## src/rtl/arcade_input.sv

```systemverilog
// Arcade control merger: PS/2 keyboard + joystick per player with SOCD cleaning,
// coin pulse stretching, pause toggle and DIP / game-index capture from the download port.
module arcade_input #(
    parameter int PLAYERS     = 2,
    parameter int DIP_BANKS   = 8,
    parameter int COIN_CYCLES = 16,
    parameter bit SOCD        = 1'b1
) (
    input  logic                   clk,
    input  logic                   reset_n,
    input  logic [10:0]            ps2_key,
    input  logic [32*PLAYERS-1:0]  joystick,
    input  logic                   ioctl_wr,
    input  logic [15:0]            ioctl_index,
    input  logic [26:0]            ioctl_addr,
    input  logic [7:0]             ioctl_data,
    output logic [4*PLAYERS-1:0]   joy,
    output logic [3*PLAYERS-1:0]   buttons,
    output logic [PLAYERS-1:0]     start,
    output logic [PLAYERS-1:0]     coin,
    output logic                   pause,
    output logic [8*DIP_BANKS-1:0] dip,
    output logic [3:0]             game_index
);

    localparam int CW = $clog2(COIN_CYCLES + 1);
    localparam logic [CW-1:0] COIN_LOAD = CW'(COIN_CYCLES);

    // Control bit positions, identical to the per-player joystick layout.
    typedef enum logic [3:0] {
        CTL_RIGHT = 4'd0, CTL_LEFT, CTL_DOWN, CTL_UP,
        CTL_B1, CTL_B2, CTL_B3, CTL_START, CTL_COIN
    } ctl_e;

    logic                              prime_q;
    logic                              key_tog_q;
    logic [1:0][8:0]                   key_q, key_d;
    logic                              pause_key_q, pause_key_d;
    logic [4*PLAYERS-1:0]              joy_q, joy_d;
    logic [3*PLAYERS-1:0]              buttons_q, buttons_d;
    logic [PLAYERS-1:0]                start_q, start_d;
    logic [PLAYERS-1:0]                coin_hist_q, coin_hist_d;
    logic [PLAYERS-1:0][CW-1:0]        coin_cnt_q, coin_cnt_d;
    logic                              pause_q, pause_d;
    logic                              pause_hist_q, pause_hist_d;
    logic [DIP_BANKS-1:0][7:0]         dip_q, dip_d;
    logic [3:0]                        game_q, game_d;

    logic                              key_event;
    logic                              key_hit;
    logic                              key_p2;
    ctl_e                              key_ctl;
    logic                              pause_key_hit;
    logic                              dip_we;
    logic                              unused_joy_bits;

    // Until prime_q is set, the toggle copy and edge histories only track inputs.
    assign key_event = prime_q && (ps2_key[10] != key_tog_q);

    always_comb begin
        key_hit       = 1'b0;
        key_p2        = 1'b0;
        key_ctl       = CTL_RIGHT;
        pause_key_hit = 1'b0;
        case (ps2_key[7:0])
            8'h75: begin key_hit = ps2_key[8]; key_ctl = CTL_UP;    end
            8'h72: begin key_hit = ps2_key[8]; key_ctl = CTL_DOWN;  end
            8'h6B: begin key_hit = ps2_key[8]; key_ctl = CTL_LEFT;  end
            8'h74: begin key_hit = ps2_key[8]; key_ctl = CTL_RIGHT; end
            8'h14: begin key_hit = 1'b1; key_ctl = CTL_B1;    end
            8'h11: begin key_hit = 1'b1; key_ctl = CTL_B2;    end
            8'h29: begin key_hit = 1'b1; key_ctl = CTL_B3;    end
            8'h16: begin key_hit = 1'b1; key_ctl = CTL_START; end
            8'h2E: begin key_hit = 1'b1; key_ctl = CTL_COIN;  end
            8'h2D: begin key_hit = 1'b1; key_p2 = 1'b1; key_ctl = CTL_UP;    end
            8'h2B: begin key_hit = 1'b1; key_p2 = 1'b1; key_ctl = CTL_DOWN;  end
            8'h23: begin key_hit = 1'b1; key_p2 = 1'b1; key_ctl = CTL_LEFT;  end
            8'h34: begin key_hit = 1'b1; key_p2 = 1'b1; key_ctl = CTL_RIGHT; end
            8'h1C: begin key_hit = 1'b1; key_p2 = 1'b1; key_ctl = CTL_B1;    end
            8'h1B: begin key_hit = 1'b1; key_p2 = 1'b1; key_ctl = CTL_B2;    end
            8'h15: begin key_hit = 1'b1; key_p2 = 1'b1; key_ctl = CTL_B3;    end
            8'h1E: begin key_hit = 1'b1; key_p2 = 1'b1; key_ctl = CTL_START; end
            8'h36: begin key_hit = 1'b1; key_p2 = 1'b1; key_ctl = CTL_COIN;  end
            8'h4D: pause_key_hit = 1'b1;
            default: ;
        endcase
    end

    assign dip_we = ioctl_wr && (ioctl_index == 16'd254) && (ioctl_addr[26:3] == '0);

    always_comb begin : next_state
        logic [8:0] m;
        logic       up, down, left, right;
        logic       pause_src;
        // NOTE: every variable gets a default before any condition, so no latch is inferred.
        key_d        = key_q;
        pause_key_d  = pause_key_q;
        joy_d        = '0;
        buttons_d    = '0;
        start_d      = '0;
        coin_hist_d  = '0;
        coin_cnt_d   = coin_cnt_q;
        dip_d        = dip_q;
        game_d       = game_q;
        pause_src    = pause_key_q;
        m            = '0;
        up           = 1'b0;
        down         = 1'b0;
        left         = 1'b0;
        right        = 1'b0;

        if (key_event) begin
            if (key_hit) key_d[key_p2][key_ctl] = ps2_key[9];
            if (pause_key_hit) pause_key_d = ps2_key[9];
        end

        for (int p = 0; p < PLAYERS; p++) begin
            m = joystick[32*p +: 9];
            if (p < 2) m = m | key_q[p[0]];
            up    = m[CTL_UP];
            down  = m[CTL_DOWN];
            left  = m[CTL_LEFT];
            right = m[CTL_RIGHT];
            if (SOCD && up && down) begin
                up   = 1'b0;
                down = 1'b0;
            end
            if (SOCD && left && right) begin
                left  = 1'b0;
                right = 1'b0;
            end
            joy_d[4*p +: 4]     = {up, down, right, left};
            buttons_d[3*p +: 3] = m[6:4];
            start_d[p]          = m[CTL_START];
            coin_hist_d[p]      = m[CTL_COIN];
            // A running pulse masks new coin edges; only idle counters reload.
            if (coin_cnt_q[p] != '0)
                coin_cnt_d[p] = coin_cnt_q[p] - CW'(1);
            else if (prime_q && m[CTL_COIN] && !coin_hist_q[p])
                coin_cnt_d[p] = COIN_LOAD;
            pause_src = pause_src | joystick[32*p + 9];
        end

        pause_hist_d = pause_src;
        pause_d      = pause_q ^ (prime_q & pause_src & ~pause_hist_q);

        for (int k = 0; k < DIP_BANKS; k++)
            if (dip_we && (ioctl_addr[2:0] == 3'(k))) dip_d[k] = ioctl_data;

        if (ioctl_wr && (ioctl_index == 16'd1)) game_d = ioctl_data[3:0];
    end

    always_comb begin
        unused_joy_bits = 1'b0;
        for (int p = 0; p < PLAYERS; p++)
            unused_joy_bits = unused_joy_bits ^ (^joystick[32*p + 10 +: 22]);
    end

    always_comb begin
        coin = '0;
        for (int p = 0; p < PLAYERS; p++) coin[p] = (coin_cnt_q[p] != '0);
    end

    // NOTE: the DIP bytes are a small flop bank rather than a RAM, so they take the reset too.
    always_ff @(posedge clk or negedge reset_n) begin
        if (!reset_n) begin
            prime_q      <= 1'b0;
            key_tog_q    <= 1'b0;
            key_q        <= '0;
            pause_key_q  <= 1'b0;
            joy_q        <= '0;
            buttons_q    <= '0;
            start_q      <= '0;
            coin_hist_q  <= '0;
            coin_cnt_q   <= '0;
            pause_q      <= 1'b0;
            pause_hist_q <= 1'b0;
            dip_q        <= '0;
            game_q       <= '0;
        end else begin
            // NOTE: non-blocking assignments keep every register sampling pre-edge values.
            prime_q      <= 1'b1;
            key_tog_q    <= ps2_key[10];
            key_q        <= key_d;
            pause_key_q  <= pause_key_d;
            joy_q        <= joy_d;
            buttons_q    <= buttons_d;
            start_q      <= start_d;
            coin_hist_q  <= coin_hist_d;
            coin_cnt_q   <= coin_cnt_d;
            pause_q      <= pause_d;
            pause_hist_q <= pause_hist_d;
            dip_q        <= dip_d;
            game_q       <= game_d;
        end
    end

    assign joy        = joy_q;
    assign buttons    = buttons_q;
    assign start      = start_q;
    assign pause      = pause_q;
    assign dip        = dip_q;
    assign game_index = game_q;

endmodule

```

## config.mk

```make
export PLATFORM = sky130hd
export DESIGN_NAME = arcade_input
export DESIGN_NICKNAME = d
export VERILOG_FILES = /design/src/rtl/arcade_input.sv
export SDC_FILE = /design/constraint.sdc
export NUM_CORES = 1
export LEC_CHECK = 0
export BUFFER_PORTS_ARGS = -buffer_cell sky130_fd_sc_hd__buf_2
export CAP_MARGIN = 20
export CORE_AREA = 2 2 134 136
export CTS_CLUSTER_DIAMETER = 150
export DETAILED_ROUTE_END_ITERATION = 8
export DIE_AREA = 0 0 136 138
export GPL_TIMING_DRIVEN = 0
export PLACE_DENSITY = 0.53
export REMOVE_ABC_BUFFERS = 1
export SLEW_MARGIN = 20
export SYNTH_ARGS = -nofsm -noshare
export SYNTH_HDL_FRONTEND = slang
export SYNTH_SLANG_ARGS = --single-unit
export TNS_END_PERCENT = 1
```

## constraint.sdc

```tcl
create_clock -name clk -period 2.7 [get_ports clk]
set_input_delay 0.54 -clock clk [delete_from_list [all_inputs] [get_ports clk]]
set_output_delay 0.54 -clock clk [all_outputs]
set_load 0.03 [all_outputs]
```

# == Yosys cells after proc, flatten, opt, wreduce, memory -nomap -nowiden ==
# Cells that the tools add are included.
# word_totals
out_inout_bits,87
regBits,119
latchBits,0
mem_bits_rw,0
rom_bits,0
input_bits,129
n_memories,0
elab_cells,129
# op_classes
bitwise,8
eq_ne,29
n_reduce_logical,43
addsub,2
n_mul,0
n_div,0
mux,21
n_lt_le_gt_ge,4
shift,0
# ops
operator,n
equality test 8 x 5 -> 1 bit (second input constant),7
equality test 8 x 6 -> 1 bit (second input constant),7
equality test 8 x 7 -> 1 bit (second input constant),5
one-hot mux 4 bit (8 select lines),1
logical NOT 24 bit,1
logical AND 1 bit,22
two-way mux 5 bit,4
bitwise mux 18 bit,1
bitwise OR 9 bit,2
equality test 16 x 1 -> 1 bit (second input constant),1
equality test 16 x 8 -> 1 bit (second input constant),1
OR reduction 2 bit,8
OR reduction 14 bit,1
equality test 3 bit (second input constant),4
two-way mux 1 bit,11
nonzero test 5 bit,2
subtractor 5 x 1 -> 5 bit (second input constant),2
demux 9 bit (select 1 bit),1
two-way mux 9 bit,1
OR reduction 9 bit,1
equality test 3 x 2 -> 1 bit (second input constant),2
less-than comparator 4 x 5 -> 1 bit (second input constant),1
demux 1 bit (select 4 bit),1
greater-or-equal comparator 4 x 1 -> 1 bit (second input constant),1
other kinds (14),19

# == Longest topological paths before layout ==
# logic_depth
word_depth,10
depth_mapped,7
mapped_depth_nobuf,6

# == Worst setup path after synthesis ==
# No wires, ideal clock.
# synth_path
path_type,input-to-reg
from,in ps2_key[6]
to,reg key_q[2] (netlist name)
required_time_ns,2.575
setup_time_ns,0.125
stages,7
t_arrival_ns,2.169
n_path_buf,1
path_slack_ns,0.407
path_cell_list,buf_6 > nor4b_2 > nand4b_1 > a32oi_1 > nor3b_1 > nor3_1 > mux2_2
# synth_via
elab_chain_len,10
word_cells_on_any_way,44
cone_classes,order compare (4); eq/ne (18); mux (8); reduce/logical (14)
# synth_lines
item,line,rtl
"start, declared",11,"input logic [10:0] ps2_key,"
"equality test 8 x 6 -> 1 bit, or another cell as far along",65,case (ps2_key[7:0])
OR reduction 2 bit (no line),--,
one-hot mux 4 bit (8 select lines),65,
less-than comparator 4 x 5 -> 1 bit (implied by the code) or greater-or-equal comparator 4 x 1 -> 1 bit (tied branches),113,if (key_hit) key_d[key_p2][key_ctl] = ps2_key[9];
logical AND 1 bit (implied by the code),113,
two-way mux 1 bit (implied by the code),113,
demux 1 bit (select 4 bit),113,
two-way mux 9 bit (implied by the code),113,
demux 9 bit (select 1 bit),113,
bitwise mux 18 bit,113,
"end signal, assigned",184,key_q <= key_d;
"end, declared",37,"logic [1:0][8:0] key_q, key_d;"
# Parallel ways exist; a longest one is shown, timed or not.
# A chain may end at the register's enable or synchronous reset.

# == Final worst setup path ==
# layout_path
from,reg coin_cnt_q[0] (netlist name)
to,out coin[0]
# layout_via
elab_chain_len,1
# layout_lines
item,line,rtl
"start, declared",43,"logic [PLAYERS-1:0][CW-1:0] coin_cnt_q, coin_cnt_d;"
"start signal, assigned",190,coin_cnt_q <= coin_cnt_d;
nonzero test 5 bit,161,for (int p = 0; p < PLAYERS; p++) coin[p] = (coin_cnt_q[p] != '0);
"end, declared",20,"output logic [PLAYERS-1:0] coin,"
# No other way between the ends.

==> flow_summary.ini <==
[power_and_ir_drop]
power_density_nw_per_um2 = 693
p_leak_uw = 0.00354
peakVddDrop_uv = 408

[worst_setup_path]
worstSetupStartpointType = flip-flop
reg2reg_to = key_q[3]
reg2reg_slack_ns = 0.89
r2r_cells = 5
path_max_fanout = 7
r2r_start = key_tog_q
critical_path_class = flip-flop to output port
worst_setup_path_end_kind = output port
endpoint = coin[0]
cp.arrival_ns = 1.96
cp.required_ns = 2.16
cp-startpoint = coin_cnt_q[0]

[finish]
num-fill-cells = 1744
antenna_cells = 0
final_area_um2 = 6850
syn_to_final_growth_pct = 33.5
layout.nets = 706
drive_gt1_share_pct = 52.2

[drt]
drt-total-wl_um = 13200
routed_via_density = 4.72
drt_iter0_drc = 90
drc = 0
ant_nets = 0
dr_total_vias = 3859
drtPass1Iterations = 4
wl_per_cell_um = 16.1

[floorplanning]
die_w_um = 136
core_area_um2 = 17500
start_util_pct = 29.3
die-area_um2 = 18800
dieHeight_um = 138
placementRows = 49
ios = 216

[sta]
final-hold-violation-count = 0
worst_pin_slew_ns = 0.700
finalWorstPathRequiredPeriod_ns = 2.50
setup_viol = 0
slew_violations = 0
hold_slack_ns = 0.0730
slew-limit-headroom_pct = 53.2
setup_slack_ns = 0.203
tns_ns = 0
min_period_over_period_pct = 92.5
fmax_mhz = 401
rsz0062_at_grt = no
clock_skew_ns = 0.00518

[global_route]
antenna_found_initial = 0
grt_pass1_vias = 4026
grt_pass1_wl_um = 20400
overflow = 0
gr-usage-all-layers_pct = 14.2
grt_max_degree = 63

[clocking]
cts_tree = built
path_clk_slew_ns = 0.06
clk_path_buf_depth = 2
numCtsBuffers = 17
clk_latency_ns = 0.41
htreeDepth = 4
cts-root-buf = clkbuf_16
hold_buffers = 0
cts.sinks = 119
cts_setup_buffers = 0

[yosys]
syn_area_um2 = 5130
synth_edf_count = 0
synth_area_leader_cell = dfrtp_1
synth-async-reset-ratio_pct = 100
yosysMostFrequentCell = dfrtp_1
synth_cell_types = 47
ys_ff_latch = 119
syn-mean-instance-area_um2 = 13.0
ys_warn_count = 0
netlist_top_cells_count = dfrtp_1 (119), mux2_2 (85), nand3_1 (16), nand2_1 (15), nor3_1 (15)
ys.flop_type = dfrtp_1
synth_top_cell_area_share_pct = 58.0
ys_top_cells_by_area = dfrtp_1 (58%), mux2_2 (19%), nand3_1 (1.6%)
synthCells = 396
synth_seq_area_share_pct = 58.0

[placement]
dpl.hpwl_um = 9850
pre_cts_slack_ns = -0.113
placement.io_buffers = 171
globalplace.congestion = 0.816
post_dp_cell_area_um2 = 6250

[status]
status = complete, no violations

[flow_run]
maxCapViolations = 0

[min_path]
min_path_type = input pin to asynchronous set/reset pin
[per-stage QoR]
stage                     utilization, %  instances  power, uW
after floorplan                        -        384       2270
after global placement              35.5        784       2480
after detailed placement            35.7        785       2530
after CTS                           39.1        817       4810
after global routing                39.1        817       4980
final                               39.1        817       4750
[cells in the final DEF (no fill, tap or decap), types with 5 or more instances in the layout]
master	n
nand3b_1	5
mux2_2	85
nor4_1	8
clkinv_4	5
inv_1	7
nor2b_1	11
clkbuf_16	17
nand2b_1	7
nand3_1	16
or2_2	10
nor2_1	14
buf_2	170
o21ai_0	11
nand4_1	6
nor3_1	14
dfrtp_1	119
nand2_1	15
[worst min path at each step]
stage	start	cells after the start	end
finish	reset_n	1	buttons[0]
global route	reset_n	1	buttons[0]
CTS	reset_n	1	buttons[0]
detailed placement	key_q[15]	1	buttons[5]
global placement	key_q[1]	1	joy[1]
floorplan	reset_n	0	buttons[0]
[logic make-up (layout without fill, tap and decap cells)]
group                      count (synthesis)  count (layout)  synth area share, %
xor gates and xnor gates                   7               7                 1.19
DFF                                      119             119                 58.0
adders and majority gates                  2               2                0.487
and+or+nand+nor                          135             135                 16.2
AOI/OAI and AO/OA                         25              25                 3.14
buffers and inverters                     19             211                 1.58
muxes                                     88              88                 19.3
other                                      1               1               0.0730
[report_power, final]
part,internal [uW],switching (uW)
Sequential,1890,76.9
Clock,1380,873
Combinational,207,325
[final cells by class]
cell class                 count  area [um2]  share of cell area (%)
clock inverter                15         168                    2.45
inverter                       7        26.3                   0.383
timing repair buffer         172         890                    13.0
tap                          229         287                    4.18
clock buffer                  17         425                    6.21
sequential                   119        2980                    43.5
multi-input combinational    258        2080                    30.3
[per-layer routing]
layer / vias to the layer above / share of wire (%) / track usage [%] / wire length (um)
met1: 1879 / 41 / 16.1 / 5350
met4: 0 / 1.3 / 4.88 / 165
met3: 16 / 8.6 / 4.80 / 1130
met2: 171 / 50 / 24.8 / 6540
li1: 1793 / - / - / -
met5: - / 0 / 0 / 0
[repair_timing]
| action | in CTS | in global routing |
|---|---|---|
| hold endpoints to repair | 0 | 0 |
| setup endpoints to repair | 0 | 1 |
| resized for setup | 0 | 1 |
[flip-flops by register name, indices dropped and copies added, names as in the netlist]
| signal | cells |
|---|---|
| joy | 8 |
| pause | 1 |
| coin_hist_q | 2 |
| key_q | 18 |
| pause_key_q | 1 |
| game_index | 4 |
| coin_cnt_q | 10 |
| dip | 64 |
| prime_q | 1 |
| pause_hist_q | 1 |
| key_tog_q | 1 |
| start | 2 |
| buttons | 6 |
[worst max-delay path, cell delays in order, from the launching register on]
cell	delay, ns
dfrtp_1	0.41
inv_1	0.07
ha_1	0.16
nand2b_1	0.10
nor3_1	0.52
inv_1	0.09
buf_2	0.20
(Power assumes the default switching activity.)
